==> src/rtl/snitch_icache_pkg.sv <==
// Shared types for the L0 instruction-cache event counters: the per-port
// event strobe bundle and the counter index enum.
package snitch_icache_pkg;

  localparam int NUM_ICACHE_EVENTS = 5;

  // Last field is the LSB, so bit k of the packed struct is counter index k.
  typedef struct packed {
    logic l0_miss;        // bit 4
    logic l0_hit;         // bit 3
    logic l0_prefetch;    // bit 2
    logic l0_double_hit;  // bit 1
    logic l0_stall;       // bit 0
  } icache_events_t;

  typedef enum logic [2:0] {
    EVT_L0_STALL      = 3'd0,
    EVT_L0_DOUBLE_HIT = 3'd1,
    EVT_L0_PREFETCH   = 3'd2,
    EVT_L0_HIT        = 3'd3,
    EVT_L0_MISS       = 3'd4
  } icache_event_idx_e;

endpackage

==> src/rtl/snitch_icache_event_ctr.sv <==
// One event counter: adds a small zero-extended increment each enabled cycle,
// either wrapping or clamping at all-ones, with a sticky overflow flag.
module snitch_icache_event_ctr #(
  parameter int CNT_WIDTH = 32,
  parameter int INC_WIDTH = 3,
  parameter int SATURATE  = 0
) (
  input  logic                 clk_i,
  input  logic                 rst_ni,
  input  logic                 en_i,
  input  logic                 clr_i,
  input  logic [INC_WIDTH-1:0] inc_i,
  output logic [CNT_WIDTH-1:0] cnt_o,
  output logic                 ovf_o
);

  localparam int PAD_WIDTH = CNT_WIDTH + 1 - INC_WIDTH;

  logic [CNT_WIDTH-1:0] r_cnt;
  logic                 r_ovf;
  logic [CNT_WIDTH:0]   w_sum;

  // One extra bit on the sum exposes the carry out of the counter.
  assign w_sum = {1'b0, r_cnt} + {{PAD_WIDTH{1'b0}}, inc_i};

  // Counter and sticky overflow; clear wins over counting.
  always_ff @(posedge clk_i or negedge rst_ni) begin
    if (!rst_ni) begin
      r_cnt <= '0;
      r_ovf <= 1'b0;
    end else if (clr_i) begin
      r_cnt <= '0;
      r_ovf <= 1'b0;
    end else if (en_i) begin
      if (w_sum[CNT_WIDTH]) begin
        r_ovf <= 1'b1;
      end
      if ((SATURATE != 0) && w_sum[CNT_WIDTH]) begin
        r_cnt <= {CNT_WIDTH{1'b1}};
      end else begin
        r_cnt <= w_sum[CNT_WIDTH-1:0];
      end
    end
  end

  assign cnt_o = r_cnt;
  assign ovf_o = r_ovf;

endmodule

==> src/rtl/snitch_icache_event_counters.sv <==
// Aggregates per-port L0 icache event strobes into one live counter per event
// type, with a snapshot (shadow) bank and a one-cycle-latency read port.
// Read handshake: rd_gnt_o mirrors rd_req_i, so a request is accepted in the
// cycle it is raised; rd_rvalid_o pulses exactly one cycle later with the
// bank value sampled at the start of the accepting cycle.
module snitch_icache_event_counters
  import snitch_icache_pkg::*;
#(
  parameter int NR_FETCH_PORTS = 4,
  parameter int CNT_WIDTH      = 32,
  parameter int SATURATE       = 0
) (
  input  logic                                clk_i,
  input  logic                                rst_ni,
  input  logic                                enable_i,
  input  logic                                clear_i,
  input  logic                                snapshot_i,
  input  icache_events_t [NR_FETCH_PORTS-1:0] events_i,
  input  logic                                rd_req_i,
  input  logic [2:0]                          rd_addr_i,
  input  logic                                rd_shadow_i,
  output logic                                rd_gnt_o,
  output logic                                rd_rvalid_o,
  output logic [CNT_WIDTH-1:0]                rd_rdata_o,
  output logic [NUM_ICACHE_EVENTS-1:0]        overflow_o
);

  localparam int INC_WIDTH = $clog2(NR_FETCH_PORTS + 1);

  logic [NUM_ICACHE_EVENTS-1:0] w_evt_vec [NR_FETCH_PORTS];
  logic [INC_WIDTH-1:0]         w_inc     [NUM_ICACHE_EVENTS];
  logic [CNT_WIDTH-1:0]         w_cnt     [NUM_ICACHE_EVENTS];
  logic [CNT_WIDTH-1:0]         r_shadow  [NUM_ICACHE_EVENTS];
  logic [CNT_WIDTH-1:0]         w_rd_val;
  logic                         r_rvalid;
  logic [CNT_WIDTH-1:0]         r_rdata;

  for (genvar p = 0; p < NR_FETCH_PORTS; p++) begin : gen_evt_vec
    assign w_evt_vec[p] = events_i[p];
  end

  // Popcount of each event type across all fetch ports.
  always_comb begin
    for (int k = 0; k < NUM_ICACHE_EVENTS; k++) begin
      w_inc[k] = '0;
      for (int p = 0; p < NR_FETCH_PORTS; p++) begin
        w_inc[k] = w_inc[k] + INC_WIDTH'(w_evt_vec[p][k]);
      end
    end
  end

  for (genvar k = 0; k < NUM_ICACHE_EVENTS; k++) begin : gen_ctr
    snitch_icache_event_ctr #(
      .CNT_WIDTH (CNT_WIDTH),
      .INC_WIDTH (INC_WIDTH),
      .SATURATE  (SATURATE)
    ) u_ctr (
      .clk_i  (clk_i),
      .rst_ni (rst_ni),
      .en_i   (enable_i),
      .clr_i  (clear_i),
      .inc_i  (w_inc[k]),
      .cnt_o  (w_cnt[k]),
      .ovf_o  (overflow_o[k])
    );
  end

  // Shadow bank captures pre-update live values; clear never touches it.
  always_ff @(posedge clk_i or negedge rst_ni) begin
    if (!rst_ni) begin
      for (int k = 0; k < NUM_ICACHE_EVENTS; k++) r_shadow[k] <= '0;
    end else if (snapshot_i) begin
      for (int k = 0; k < NUM_ICACHE_EVENTS; k++) r_shadow[k] <= w_cnt[k];
    end
  end

  // Read mux: addresses beyond the last counter return zero.
  always_comb begin
    w_rd_val = '0;
    for (int k = 0; k < NUM_ICACHE_EVENTS; k++) begin
      if (rd_addr_i == 3'(k)) begin
        w_rd_val = rd_shadow_i ? r_shadow[k] : w_cnt[k];
      end
    end
  end

  // Read response register; data only moves when a request is accepted.
  always_ff @(posedge clk_i or negedge rst_ni) begin
    if (!rst_ni) begin
      r_rvalid <= 1'b0;
      r_rdata  <= '0;
    end else begin
      r_rvalid <= rd_req_i;
      if (rd_req_i) begin
        r_rdata <= w_rd_val;
      end
    end
  end

  assign rd_gnt_o    = rd_req_i;
  assign rd_rvalid_o = r_rvalid;
  assign rd_rdata_o  = r_rdata;

endmodule

==> config.mk <==
export PLATFORM = sky130hd
export DESIGN_NAME = snitch_icache_event_counters
export DESIGN_NICKNAME = d
export VERILOG_FILES = /design/src/rtl/snitch_icache_pkg.sv /design/src/rtl/snitch_icache_event_ctr.sv /design/src/rtl/snitch_icache_event_counters.sv
export SDC_FILE = /design/constraint.sdc
export NUM_CORES = 1
export LEC_CHECK = 0
export ABC_CLOCK_PERIOD_IN_PS = 3550
export CORE_ASPECT_RATIO = 1.4
export CORE_MARGIN = 3
export CORE_UTILIZATION = 55
export CTS_CLUSTER_SIZE = 30
export DETAILED_ROUTE_END_ITERATION = 12
export DONT_BUFFER_PORTS = 1
export PLACE_DENSITY = 0.7
export SYNTH_ARGS = -nofsm -noshare
export SYNTH_HDL_FRONTEND = slang
export SYNTH_SLANG_ARGS = --single-unit
==> constraint.sdc <==
create_clock -name clk_i -period 3.55 [get_ports clk_i]
set_input_delay 0.1775 -clock clk_i [delete_from_list [all_inputs] [get_ports clk_i]]
set_output_delay 0.1775 -clock clk_i [all_outputs]
set_load 0.02 [all_outputs]
=== Word level (Yosys, flattened, before mapping) ===
Cells that the tools add are included.

* Register bits after elaboration: 358
* Bits of input ports: 30
* Output and inout port bits: 39
* Word-level logic and storage cells: 88

* Add/sub/neg operators: 20
* Equality and inequality tests: 4
* Multiplexer cells: 35
* Reduce and logical (&&, ||, !) cells: 12

{| class="wikitable"
|+ Operators with widths
! operator !! number
|-
| $mux 32 || 20
|-
| $add 32x3->33 || 5
|-
| $add 2x1->3 || 5
|-
| $add 3x1->3 || 5
|-
| $mux 1 || 15
|-
| $reduce_bool 2->1 || 6
|-
| $add 1x1->2 || 5
|-
| $reduce_and 2->1 || 5
|-
| $eq 3x2->1 const B || 2
|-
| $eq 3x1->1 const B || 1
|-
| $eq 3x3->1 const B || 1
|-
| $logic_not 3->1 || 1
|}

=== Logic depth before layout (Yosys ltp) ===
Gate-level depths: netlist of run 1.

* Word-level depth: 7
* Depth in mapped cells: 11

=== Modules after synthesis ===
Synthesis of run 1 repeated with hierarchy kept, for this count alone.

* Cells, all modules: 1811
* Area total of the unflattened synthesis: 19750.2 µm²

{| class="wikitable"
|+ By module, submodules not included
! module !! times used !! cells each !! area an instance (µm²)
|-
| snitch_icache_event_counters || 1 || 821 || 10116.0
|-
| snitch_icache_event_ctr || 5 || 198 || 1926.8
|}

=== Worst setup path after synthesis of run 1 ===
No wires, ideal clock.

* Path kind: in2reg
* From: input events_i[4] (netlist name)
* To: register gen_ctr[4].u_ctr.r_cnt[22]
* Library setup time: 0.132 ns
* Arrival: 2.378 ns
* Path slack: 1.040 ns
* Stages: 11
* Cells stage by stage: fa_1 -> inv_1 -> fa_1 -> inv_1 -> fa_1 -> inv_1 -> or3_1 -> buf_2 -> nor4_2 -> xnor2_1 -> nor2_1

* Word-level cells in the longest chain between the ends: 6

{| class="wikitable"
|+ RTL lines
! item !! line !! RTL
|-
| start, declared || snitch_icache_event_counters.sv:18 || <nowiki>input icache_events_t [NR_FETCH_PORTS-1:0] events_i,</nowiki>
|-
| $add 1x1->2 || snitch_icache_event_counters.sv:47 || <nowiki>w_inc[k] = w_inc[k] + INC_WIDTH'(w_evt_vec[p][k]);</nowiki>
|-
| $add 2x1->3 || snitch_icache_event_counters.sv:47 ||
|-
| $add 3x1->3 || snitch_icache_event_counters.sv:47 ||
|-
| $add 32x3->33 || snitch_icache_event_ctr.sv:24 || <nowiki>assign w_sum = {1'b0, r_cnt} + {{PAD_WIDTH{1'b0}}, inc_i};</nowiki>
|-
| $mux 32 || snitch_icache_event_ctr.sv:34 || <nowiki>end else if (en_i) begin</nowiki>
|-
| $mux 32 || snitch_icache_event_ctr.sv:31 || <nowiki>end else if (clr_i) begin</nowiki>
|-
| end signal, assigned || snitch_icache_event_ctr.sv:39 || <nowiki>r_cnt <= {CNT_WIDTH{1'b1}};</nowiki>
|-
| end signal, assigned || snitch_icache_event_ctr.sv:41 || <nowiki>r_cnt <= w_sum[CNT_WIDTH-1:0];</nowiki>
|-
| end, declared || snitch_icache_event_ctr.sv:19 || <nowiki>logic [CNT_WIDTH-1:0] r_cnt;</nowiki>
|}

No other way between the ends. The select of a mux whose other input is x is not followed.
A chain may end at the register's enable or synchronous reset.

=== Final worst setup path of run 1 ===
* From: register gen_ctr[3].u_ctr.r_cnt[0]
* To: register gen_ctr[3].u_ctr.r_cnt[26]

* Word-level cells in the longest chain between the ends: 3

{| class="wikitable"
|+ RTL lines
! item !! line
|-
| start, declared || snitch_icache_event_ctr.sv:19
|-
| start signal, assigned || snitch_icache_event_ctr.sv:39
|-
| start signal, assigned || snitch_icache_event_ctr.sv:41
|-
| $add 32x3->33 || snitch_icache_event_ctr.sv:24
|-
| $mux 32 || snitch_icache_event_ctr.sv:34
|-
| $mux 32 || snitch_icache_event_ctr.sv:31
|}

No other way between the ends. The select of a mux whose other input is x is not followed.

==> impl_metrics.json, run 1 <==
{
  "postRouteWirelength_um": 47320,
  "power_per_cell_area_mw_per_mm2": 435.9,
  "cts_made_buffers": 36,
  "drive_gt1_share_pct": 15.32,
  "critPathMaxFanout": 4,
  "die-height_um": 222.4,
  "post_cts_hold_buffer_count": 38,
  "i_o_pin_total": 69,
  "wl_met1_um": 18780,
  "synthMostInstantiatedCell": "sky130_fd_sc_hd__dfrtp_1",
  "synthAdderAreaFrac_pct": 1.972,
  "postSynthCellCount": 1689,
  "std_cell_rows": 78,
  "netlist.top_cell.by_area": "sky130_fd_sc_hd__dfrtp_1",
  "post-cts-setup-buffers": 0,
  "max_freq_mhz": 398.2,
  "crit_path_end_kind": "flop",
  "synth_top_family_by_area": "multiplexers",
  "topRoutingLayerUsed": "met4",
  "cpMaxStageDelayCell": "sky130_fd_sc_hd__nor4_1",
  "asr_flop_ratio_synth_pct": 100.0,
  "violations_in_the_final_reports": "negative hold slack",
  "min_period_over_period_pct": 70.74,
  "max_cap_violations": 0,
  "setup_viol": 0,
  "power.leakage_nw": 9.063,
  "cts.clk_slew.worst_paths_ns": 0.06,
  "final-instance-count-excl-fill": 2126,
  "die-area_sq_mm": 0.03572,
  "skew_ns": 0.03075,
  "synth_simple_gate_area_share_pct": 13.25,
  "tritoncts_num_sinks": 358,
  "cts_tree": "done",
  "worst_setup_path_start_kind": "flop",
  "core_region_area_sq_mm": 0.03269,
  "place_hpwl_um": 30100,
  "ant_nets": 0,
  "cts-root-to-sink-buffers": 3,
  "postSynthAreaPerCell_sq_um": 10.89,
  "slew-limit-headroom_pct": 41.93,
  "min_path_type": "in2async",
  "outcome": "complete, but fails checks",
  "ctsRootBufferMaster": "sky130_fd_sc_hd__clkbuf_16",
  "route.met3.wl_um": 2681,
  "first_global_vias": 12890,
  "yosys_register_bits": 358,
  "complex_gate_fraction_of_the_synthesized_area_pct": 6.922,
  "synth.area.mux_share_pct": 18.68,
  "dr.pass1.iters": 7,
  "ys.flop_type": "sky130_fd_sc_hd__dfrtp_1",
  "layout.nets": 1709,
  "n_fill_cell": 2651,
  "global_route_wire_length_before_repair_um": 74380,
  "fin_crit_ns": 2.511,
  "grt-ovfl-total": 0,
  "ys_top_cells_by_area": "sky130_fd_sc_hd__dfrtp_1 49%, sky130_fd_sc_hd__mux2_2 10%, sky130_fd_sc_hd__mux2i_1 8.6%",
  "critical_path_class": "reg2reg",
  "finalMaxSlewViolations": 0,
  "syn2layout_area_growth_pct": 9.853,
  "post_drt_via_cell_ratio": 6.113,
  "post_synthesis_sequential_area_ratio_pct": 48.68,
  "synth.cells.most_frequent": "358 x sky130_fd_sc_hd__dfrtp_1, 164 x sky130_fd_sc_hd__mux2_2, 164 x sky130_fd_sc_hd__nor2_1",
  "ctsResizeCount": 0,
  "timing.critical_path.required_ns": 3.93,
  "syn-cell-area_sq_mm": 0.01840,
  "drt_iter0_markers": 1152,
  "whs_ns": -0.6534,
  "detail_route.drc_violations": 0,
  "yosysWarningCount": 0,
  "critPathMaxStageDelay_ns": 0.57,
  "grt_max_degree": 359,
  "worst_slew_pin_slew_ns": 0.8711,
  "h-tree-depth": 2,
  "wl_per_cell_um": 22.26,
  "ir_drop_v": 0.0003219,
  "placed_cells_incl_taps": 2023,
  "yosys.cell_types.count": 52,
  "clk-insertion-delay-late_ns": 0.55,
  "dr_total_vias": 13000,
  "grt_usage_pct": 26.58,
  "number_of_enable_flip_flop_cells_after_synthesis": 0,
  "port-buffer-count": 0,
  "worst_ep_arrival_time_ns": 2.89,
  "synth-xor-area-share_pct": 6.426,
  "finalSetupTns_ns": 0,
  "hold_viol_final": 358,
  "yosysTopAreaCellShare_pct": 48.68,
  "detailroute.wirelength.met2_um": 22920,
  "rsz_0062_raised_after_global_routing": "no",
  "final_replace_weighted_congestion": 0.8601,
  "synth_fp_nets": 1739,
  "crit_path_cell_trace": "inv_1 > fa_1 > inv_1 > fa_1 > nand3_1 > nor4_1 > nand4_1 > xor2_1 > nor2_1",
  "start_util_pct": 56.28,
  "floorplan.die.width_um": 160.6,
  "antenna_found_initial": 2
}
-- layer usage --
| layer | track usage (%) | up-vias |
|---|---|---|
| met1 | 33.42 | 6608 |
| met5 | 0 | - |
| met2 | 43.31 | 359 |
| met3 | 5.017 | 112 |
| li1 | - | 5918 |
| met4 | 14.62 | 0 |
-- final cells by class --
class / instances / area [sq um] / area share (%)
multi-input combinational: 1149 / 8701 / 43.04
clock inverter: 13 / 176.4 / 0.8727
timing repair buffer: 46 / 503.0 / 2.488
clock buffer: 50 / 1065 / 5.267
inverter: 68 / 255.2 / 1.263
tap: 440 / 550.5 / 2.723
antenna: 2 / 5.005 / 0.02476
sequential: 358 / 8959 / 44.32
-- worst max-delay path: cells and delay by family (launching register included) --
kind / cells / cell delay, ns
flops: 1 / 0.40
simple gates: 4 / 0.98
xor+xnor: 1 / 0.18
buf+inv: 2 / 0.17
fa+ha+maj: 2 / 0.62
-- path summary, 6_finish.rpt --
| check | to | cells after the start | start | slack (ns) |
|---|---|---|---|---|
| hold reg to reg | r_shadow[132] | 1 | r_shadow[132] | 0.50 |
| setup reg to reg | gen_ctr[3].u_ctr.cnt_o[26] | 9 | gen_ctr[3].u_ctr.cnt_o[0] | 1.04 |
| setup / recovery | gen_ctr[3].u_ctr.cnt_o[26] | 9 | gen_ctr[3].u_ctr.cnt_o[0] | 1.04 |
| hold / removal | r_shadow[31] | 0 | rst_ni | -0.65 |
| min in group clk_i | rd_rdata_o[20] | 3 | rd_addr_i[1] | 0.02 |
| max in group asynchronous | rd_rdata_o[8] | 0 | rst_ni | 3.48 |
-- cell families (layout without fill, tap and decap cells) --
| group | count (synthesis) | count (layout) |
|---|---|---|
| XOR/XNOR | 135 | 135 |
| other | 0 | 2 |
| adder cells (fa/ha/maj) | 20 | 20 |
| multiplexers | 323 | 323 |
| AND/OR/NAND/NOR | 477 | 477 |
| AO/OA/AOI/OAI | 194 | 194 |
| buffers and inverters | 182 | 177 |
| flip-flops | 358 | 358 |
-- report_power, final --
part	switching (W)	internal (W)	total, W	leakage, nW
clock	0.00162	0.00239	0.00401	0.619
combinational	0.000296	0.000234	0.000530	3.48
sequential	0.000109	0.00417	0.00427	4.96
total	0.00202	0.00679	0.00881	9.06
-- placed cells by master (no fill, tap or decap), types with 3 or more instances in the layout --
cell and count:
sky130_fd_sc_hd__a211oi_1 5, sky130_fd_sc_hd__a21oi_1 22, sky130_fd_sc_hd__a31oi_1 3, sky130_fd_sc_hd__a41oi_1 3, sky130_fd_sc_hd__and2_1 4, sky130_fd_sc_hd__and3_1 15
sky130_fd_sc_hd__and4_1 17, sky130_fd_sc_hd__buf_16 3, sky130_fd_sc_hd__buf_4 8, sky130_fd_sc_hd__bufinv_16 4, sky130_fd_sc_hd__clkbuf_1 4, sky130_fd_sc_hd__clkbuf_16 37
sky130_fd_sc_hd__clkbuf_8 9, sky130_fd_sc_hd__clkinv_2 6, sky130_fd_sc_hd__dfrtp_1 358, sky130_fd_sc_hd__dlygate4sd3_1 34, sky130_fd_sc_hd__fa_1 15, sky130_fd_sc_hd__ha_1 5
sky130_fd_sc_hd__inv_1 68, sky130_fd_sc_hd__mux2_2 164, sky130_fd_sc_hd__mux2i_1 159, sky130_fd_sc_hd__nand2_1 83, sky130_fd_sc_hd__nand2b_1 4, sky130_fd_sc_hd__nand3_1 44
sky130_fd_sc_hd__nand4_1 45, sky130_fd_sc_hd__nand4_2 3, sky130_fd_sc_hd__nor2_1 164, sky130_fd_sc_hd__nor2b_1 6, sky130_fd_sc_hd__nor3_1 34, sky130_fd_sc_hd__nor3_2 9
sky130_fd_sc_hd__nor4_1 21, sky130_fd_sc_hd__o2111ai_1 4, sky130_fd_sc_hd__o211ai_1 4, sky130_fd_sc_hd__o21ai_0 48, sky130_fd_sc_hd__o21ai_1 3, sky130_fd_sc_hd__o22ai_1 66
sky130_fd_sc_hd__o311ai_0 27, sky130_fd_sc_hd__or3_1 17, sky130_fd_sc_hd__xnor2_1 65, sky130_fd_sc_hd__xor2_1 70
-- flip-flops by register name, indices dropped and copies added (netlist names) --
| name | count |
|---|---|
| rd_rdata_o | 32 |
| gen_ctr.u_ctr.ovf_o | 5 |
| rd_rvalid_o | 1 |
| r_shadow | 160 |
| gen_ctr.u_ctr.cnt_o | 160 |
-- per-stage QoR --
stage | util [%] | hold WS [ns] | instance area (sq um) | total power (W) | setup WS (ns)
floorplan | - | -0.1181 | 18400 | 0.004764 | 1.040
global placement | 56.66 | -0.09847 | 18530 | 0.004747 | 0.9023
detailed placement | 56.66 | -0.09848 | 18530 | 0.004766 | 0.8504
CTS | 61.81 | -0.6654 | 20210 | 0.008895 | 1.090
global route | 61.81 | -0.6741 | 20210 | 0.009132 | 0.8896
finish | 61.83 | -0.6534 | 20210 | 0.008811 | 1.039
Power figures use the tool's default switching activity.
==> run 2, diff against run 1 <==
Settings changed: ABC_CLOCK_PERIOD_IN_PS 3550 to 2300, PLACE_DENSITY 0.7 to 0.73.
Clock period 3.55 ns to 2.3 ns, I/O delays scaled along.
==> impl_metrics.json, run 2 (synthesis results as in run 1) <==
{
  "outcome": "complete, but fails checks",
  "violations_in_the_final_reports": "negative hold slack",
  "worst_setup_path_start_kind": "flop",
  "critPathMaxStageDelay_ns": 0.54,
  "antenna_found_initial": 1,
  "dr_total_vias": 13450,
  "drive_gt1_share_pct": 18.30,
  "skew_ns": 0.01108,
  "grt_max_degree": 359,
  "start_util_pct": 56.28,
  "post_drt_via_cell_ratio": 5.952,
  "cts_made_buffers": 36,
  "first_global_vias": 13630,
  "std_cell_rows": 78,
  "worst_ep_arrival_time_ns": 2.64,
  "setup_viol": 0,
  "grt_usage_pct": 26.48,
  "crit_path_cell_trace": "inv_1 > fa_2 > inv_1 > fa_2 > buf_4 > nand2_1 > xor2_1 > nor2_1 > dlygate4sd3_1",
  "finalSetupTns_ns": 0,
  "ir_drop_v": 0.0004794,
  "placed_cells_incl_taps": 2072,
  "finalPower_w": 0.01363,
  "global_route_wire_length_before_repair_um": 75460,
  "switching_fraction_of_total_power_pct": 22.53,
  "combinationalPowerShare_pct": 6.8,
  "sequentialPowerShare_pct": 48.4,
  "power_switching_w": 0.003071,
  "worst_slew_pin_slew_ns": 0.8388,
  "worst-r2r-setup-slack_ns": 0.07,
  "power.leakage_nw": 9.841,
  "max_cap_violations": 0,
  "slew-limit-headroom_pct": 44.08,
  "power_per_cell_area_mw_per_mm2": 634.9,
  "die-area_sq_mm": 0.03572,
  "final_replace_weighted_congestion": 0.8720,
  "cts-root-to-sink-buffers": 3,
  "stdcell_area_sq_mm": 0.02147,
  "cts_tree": "done",
  "detail_route.drc_violations": 0,
  "postRouteWirelength_um": 47380,
  "min_path_type": "in2async",
  "whs_ns": -0.7017,
  "reg2reg_depth": 9,
  "tritoncts_num_sinks": 358,
  "timing.critical_path.required_ns": 2.71,
  "floorplan.die.width_um": 160.6,
  "i_o_pin_total": 69,
  "antennaDiodeCount": 0,
  "fin_crit_ns": 2.226,
  "port-buffer-count": 0,
  "place_hpwl_um": 29760,
  "p_clk_share_pct": 44.7,
  "h-tree-depth": 2,
  "internal_pwr_total_w": 0.01056,
  "clk-insertion-delay-late_ns": 0.53,
  "ant_nets": 0,
  "placement.cell_area_sq_mm": 0.01893,
  "core_region_area_sq_mm": 0.03269,
  "r2r-end": "gen_ctr[0].u_ctr.cnt_o[2]",
  "critPathMaxFanout": 4,
  "layout.nets": 1845,
  "dr.pass1.iters": 5,
  "crit_path_end_kind": "flop",
  "min_period_over_period_pct": 96.78,
  "worst_r2r_startpoint": "gen_ctr[0].u_ctr.cnt_o[0]",
  "finalMaxSlewViolations": 0,
  "layout_common_cells": "358 x sky130_fd_sc_hd__dfrtp_1, 164 x sky130_fd_sc_hd__mux2_2, 164 x sky130_fd_sc_hd__nor2_1",
  "die-height_um": 222.4,
  "most_common_cell_after_layout_fill_and_taps_aside": "sky130_fd_sc_hd__dfrtp_1",
  "max_freq_mhz": 449.3,
  "ctsRootBufferMaster": "sky130_fd_sc_hd__clkbuf_16",
  "final-instance-count-excl-fill": 2260,
  "grt-ovfl-total": 0,
  "critical_path_class": "reg2reg",
  "cpMaxStageDelayCell": "sky130_fd_sc_hd__dlygate4sd3_1",
  "hold_viol_final": 495,
  "wl_per_cell_um": 20.96,
  "drt_iter0_markers": 1249,
  "syn2layout_area_growth_pct": 16.67,
  "cts.clk_slew.worst_paths_ns": 0.07
}
## run 2: cell types whose count changed in the layout (fill, tap and decap cells not counted), sizes merged
cell	before	now
dlygate4sd3	34	118
diode	2	0
clkinv	7	6
clkinvlp	0	3
clkbuf	50	49
inv	70	69
buf	12	64
## run 2: how the worst max path moves through the flow
stage	to	startpoint	cells past startpoint
floorplan	gen_ctr[3].u_ctr.cnt_o[30]	events_i[3]	10
global placement	gen_ctr[0].u_ctr.ovf_o	events_i[0]	10
detailed placement	gen_ctr[0].u_ctr.ovf_o	events_i[0]	10
CTS	gen_ctr[0].u_ctr.ovf_o	gen_ctr[0].u_ctr.cnt_o[0]	9
global route	gen_ctr[0].u_ctr.cnt_o[2]	gen_ctr[0].u_ctr.cnt_o[0]	9
finish	gen_ctr[0].u_ctr.cnt_o[2]	gen_ctr[0].u_ctr.cnt_o[0]	9
## run 2: layer usage
layer	wire length (um)	part of all wire [%]	global-route usage, %
met5	0	0	0
met4	2637	5.6	13.11
met3	2234	4.7	3.916
met2	23920	50	44.70
met1	18590	39	33.27
## run 2: worst max-delay path, delay by kind of cell, from the launching register on
kind                     cells  cell delay [ns]
XOR/XNOR                     1             0.15
adder cells (fa/ha/maj)      2             0.60
buffers and inverters        4             0.86
flip-flops                   1             0.40
AND/OR/NAND/NOR              2             0.11
## run 2: area by class of cell
type / count / area (sq um)
Fill cell: 2482 / 11230
Clock buffer: 49 / 1041
Tap cell: 440 / 550.5
Sequential cell: 358 / 8959
Multi-Input combinational cell: 1149 / 8767
Inverter: 68 / 255.2
Timing Repair Buffer: 182 / 1714
Clock inverter: 14 / 181.4
## run 2: repair_timing
item	in CTS	in global routing
gates resized for setup	1	16
endpoints found under the setup margin	1	25
endpoints found under the hold margin	716	496
hold buffers	119	1
setup buffers	0	5
pin swaps	0	4
## run 2: power groups by stage
stage               logic [W]  clock network [W]  registers, W
floorplan            0.000687                  0       0.00667
global placement     0.000669                  0       0.00670
detailed placement   0.000691                  0       0.00671
CTS                  0.000874            0.00619       0.00660
global route          0.00102            0.00641       0.00662
finish               0.000931            0.00610       0.00660
## run 2: per-stage QoR
step | utilization, % | setup WS (ns)
floorplan | - | -0.03073
global placement | 57.90 | -0.4022
detailed placement | 57.90 | -0.4319
CTS | 65.41 | 0.02432
global route | 65.66 | -0.02206
finish | 65.66 | 0.07409
==> run 3, diff against run 2 <==
--- a/constraint.sdc
+++ b/constraint.sdc
@@ -3,2 +3,2 @@
 set_output_delay 0.115 -clock clk_i [all_outputs]
-set_load 0.02 [all_outputs]
+set_load 0.05 [all_outputs]
==> impl_metrics.json, run 3 (synthesis results as in run 1) <==
{
  "outcome": "complete, but fails checks",
  "violations_in_the_final_reports": "negative hold slack",
  "floorplan.die.width_um": 160.6,
  "worst_ep_arrival_time_ns": 2.60,
  "final_replace_weighted_congestion": 0.8636,
  "internal_pwr_total_w": 0.01072,
  "fin_crit_ns": 2.193,
  "post_drt_via_cell_ratio": 5.999,
  "stdcell_area_sq_mm": 0.02141,
  "ctsRootBufferMaster": "sky130_fd_sc_hd__clkbuf_16",
  "postRouteWirelength_um": 47550,
  "drive_gt1_share_pct": 17.76,
  "post-cts-setup-buffers": 0,
  "port-buffer-count": 0,
  "cts-root-to-sink-buffers": 3,
  "placement.setup.worst_slack_ns": -0.1474,
  "cpMaxStageDelayCell": "sky130_fd_sc_hd__dlygate4sd3_1",
  "antenna_found_initial": 1,
  "setup_viol": 0,
  "die-area_sq_mm": 0.03572,
  "antennaDiodeCount": 0,
  "global_route_wire_length_before_repair_um": 75690,
  "worst_setup_path_start_kind": "flop",
  "detail_route.drc_violations": 0,
  "min_path_type": "in2async",
  "whs_ns": -0.7142,
  "rsz_0062_raised_after_global_routing": "no",
  "die-height_um": 222.4,
  "hold_viol_final": 499,
  "first_global_vias": 13830,
  "n_fill_cell": 2492,
  "most_common_cell_after_layout_fill_and_taps_aside": "sky130_fd_sc_hd__dfrtp_1",
  "max_cap_violations": 0,
  "std_cell_rows": 78,
  "power_switching_w": 0.003173,
  "post_cts_hold_buffer_count": 114,
  "placement.cell_area_sq_mm": 0.01894,
  "ant_nets": 0,
  "critPathMaxStageDelay_ns": 0.57,
  "sequentialPowerShare_pct": 48.1,
  "crit_path_end_kind": "flop",
  "cts_tree": "done",
  "dr.pass1.iters": 6,
  "critPathMaxFanout": 3,
  "finalMaxSlewViolations": 0,
  "drt_iter0_markers": 1069,
  "slew-limit-headroom_pct": 10.40,
  "max_freq_mhz": 456.1,
  "i_o_pin_total": 69,
  "grt_usage_pct": 26.65,
  "combinationalPowerShare_pct": 6.5,
  "power_per_cell_area_mw_per_mm2": 649.0,
  "layout_setup_ws_ns": 0.1074,
  "h-tree-depth": 2,
  "critical_path_class": "reg2reg",
  "ir_drop_v": 0.0005851,
  "power.leakage_nw": 9.816,
  "path_delay_family": "buffers and inverters",
  "start_util_pct": 56.28,
  "critPathBufInv": 3,
  "switching_fraction_of_total_power_pct": 22.84,
  "dr_total_vias": 13480,
  "timing.critical_path.required_ns": 2.71,
  "grt_max_degree": 359,
  "place_hpwl_um": 29510,
  "grt-ovfl-total": 0,
  "tritoncts_num_sinks": 358,
  "crit_path_cell_trace": "inv_2 > fa_2 > nand2b_1 > buf_4 > a21oi_1 > xnor2_1 > nor2_1 > dlygate4sd3_1",
  "p_clk_share_pct": 45.4,
  "wl_per_cell_um": 21.16,
  "cts.clk_slew.worst_paths_ns": 0.07,
  "layout.nets": 1831,
  "worst_slew_pin_slew_ns": 1.344,
  "cts_made_buffers": 36,
  "layout_common_cells": "358 x sky130_fd_sc_hd__dfrtp_1, 164 x sky130_fd_sc_hd__mux2_2, 164 x sky130_fd_sc_hd__nor2_1",
  "min_period_over_period_pct": 95.33,
  "core_region_area_sq_mm": 0.03269,
  "clk-insertion-delay-late_ns": 0.54,
  "skew_ns": 0.02318,
  "syn2layout_area_growth_pct": 16.33
}
run 3: path summary, 6_finish.rpt:
path / slack [ns] / endpoint / cells after the start / from
max: 0.11 / gen_ctr[4].u_ctr.cnt_o[3] / 8 / gen_ctr[4].u_ctr.cnt_o[0]
min: -0.71 / gen_ctr[4].u_ctr.cnt_o[29] / 0 / rst_ni
max reg2reg: 0.11 / gen_ctr[4].u_ctr.cnt_o[3] / 8 / gen_ctr[4].u_ctr.cnt_o[0]
min reg2reg: 0.51 / r_shadow[144] / 1 / r_shadow[144]
max in group asynchronous: 1.93 / r_shadow[6] / 0 / rst_ni
min in group clk_i: -0.33 / gen_ctr[1].u_ctr.cnt_o[19] / 1 / clear_i
run 3: what timing repair did:
action / CTS / global route
hold endpoints to repair: 716 / 499
setup endpoints to repair: 0 / 22
resized for setup: 0 / 13
run 3: worst reg2reg max path: cells and delay by family (launching register included):
kind | cells | cell delay [ns]
buf+inv | 3 | 0.78
flops | 1 | 0.36
xor+xnor | 1 | 0.16
fa+ha+maj | 1 | 0.34
compound gates | 1 | 0.20
simple gates | 2 | 0.24
run 3: final cells by class:
class,count,area (sq um),area share [%]
clock buffer,52,1072,5.009
tap,440,550.5,2.572
multi-input combinational,1149,8757,40.91
clock inverter,12,195.2,0.9119
sequential,358,8959,41.85
timing repair buffer,168,1617,7.552
inverter,68,255.2,1.192
run 3: power by group through the flow:
stage | logic, W | clock network (W) | registers, W
final | 0.000902 | 0.00631 | 0.00668
after global routing | 0.000984 | 0.00662 | 0.00670
after CTS | 0.000872 | 0.00639 | 0.00668
after detailed placement | 0.000702 | 0 | 0.00680
after global placement | 0.000677 | 0 | 0.00679
after floorplan | 0.000690 | 0 | 0.00675
run 3: stage by stage:
| step | power (W) | std cells | util (%) | hold WS [ns] | setup TNS, ns |
|---|---|---|---|---|---|
| final | 0.01389 | 2247 | 65.47 | -0.7142 | 0 |
| after global routing | 0.01430 | 2247 | 65.47 | -0.7327 | 0 |
| after CTS | 0.01394 | 2248 | 65.41 | -0.7204 | 0 |
| after detailed placement | 0.007497 | 2070 | 57.93 | -0.1591 | -1.823 |
| after global placement | 0.007465 | 2070 | 57.93 | -0.1566 | -0.7021 |
| after floorplan | 0.007443 | 1689 | - | -0.1806 | -0.1341 |
run 3: metal layers:
metal | up-vias | global-route usage [%] | wire (um) | part of all wire, %
li1 | 6144 | - | - | -
met1 | 6817 | 32.62 | 18560 | 39
met2 | 384 | 44.42 | 23390 | 49
met3 | 133 | 5.259 | 2668 | 5.6
met4 | 2 | 14.29 | 2911 | 6.1
met5 | - | 0 | 13 | 0.027
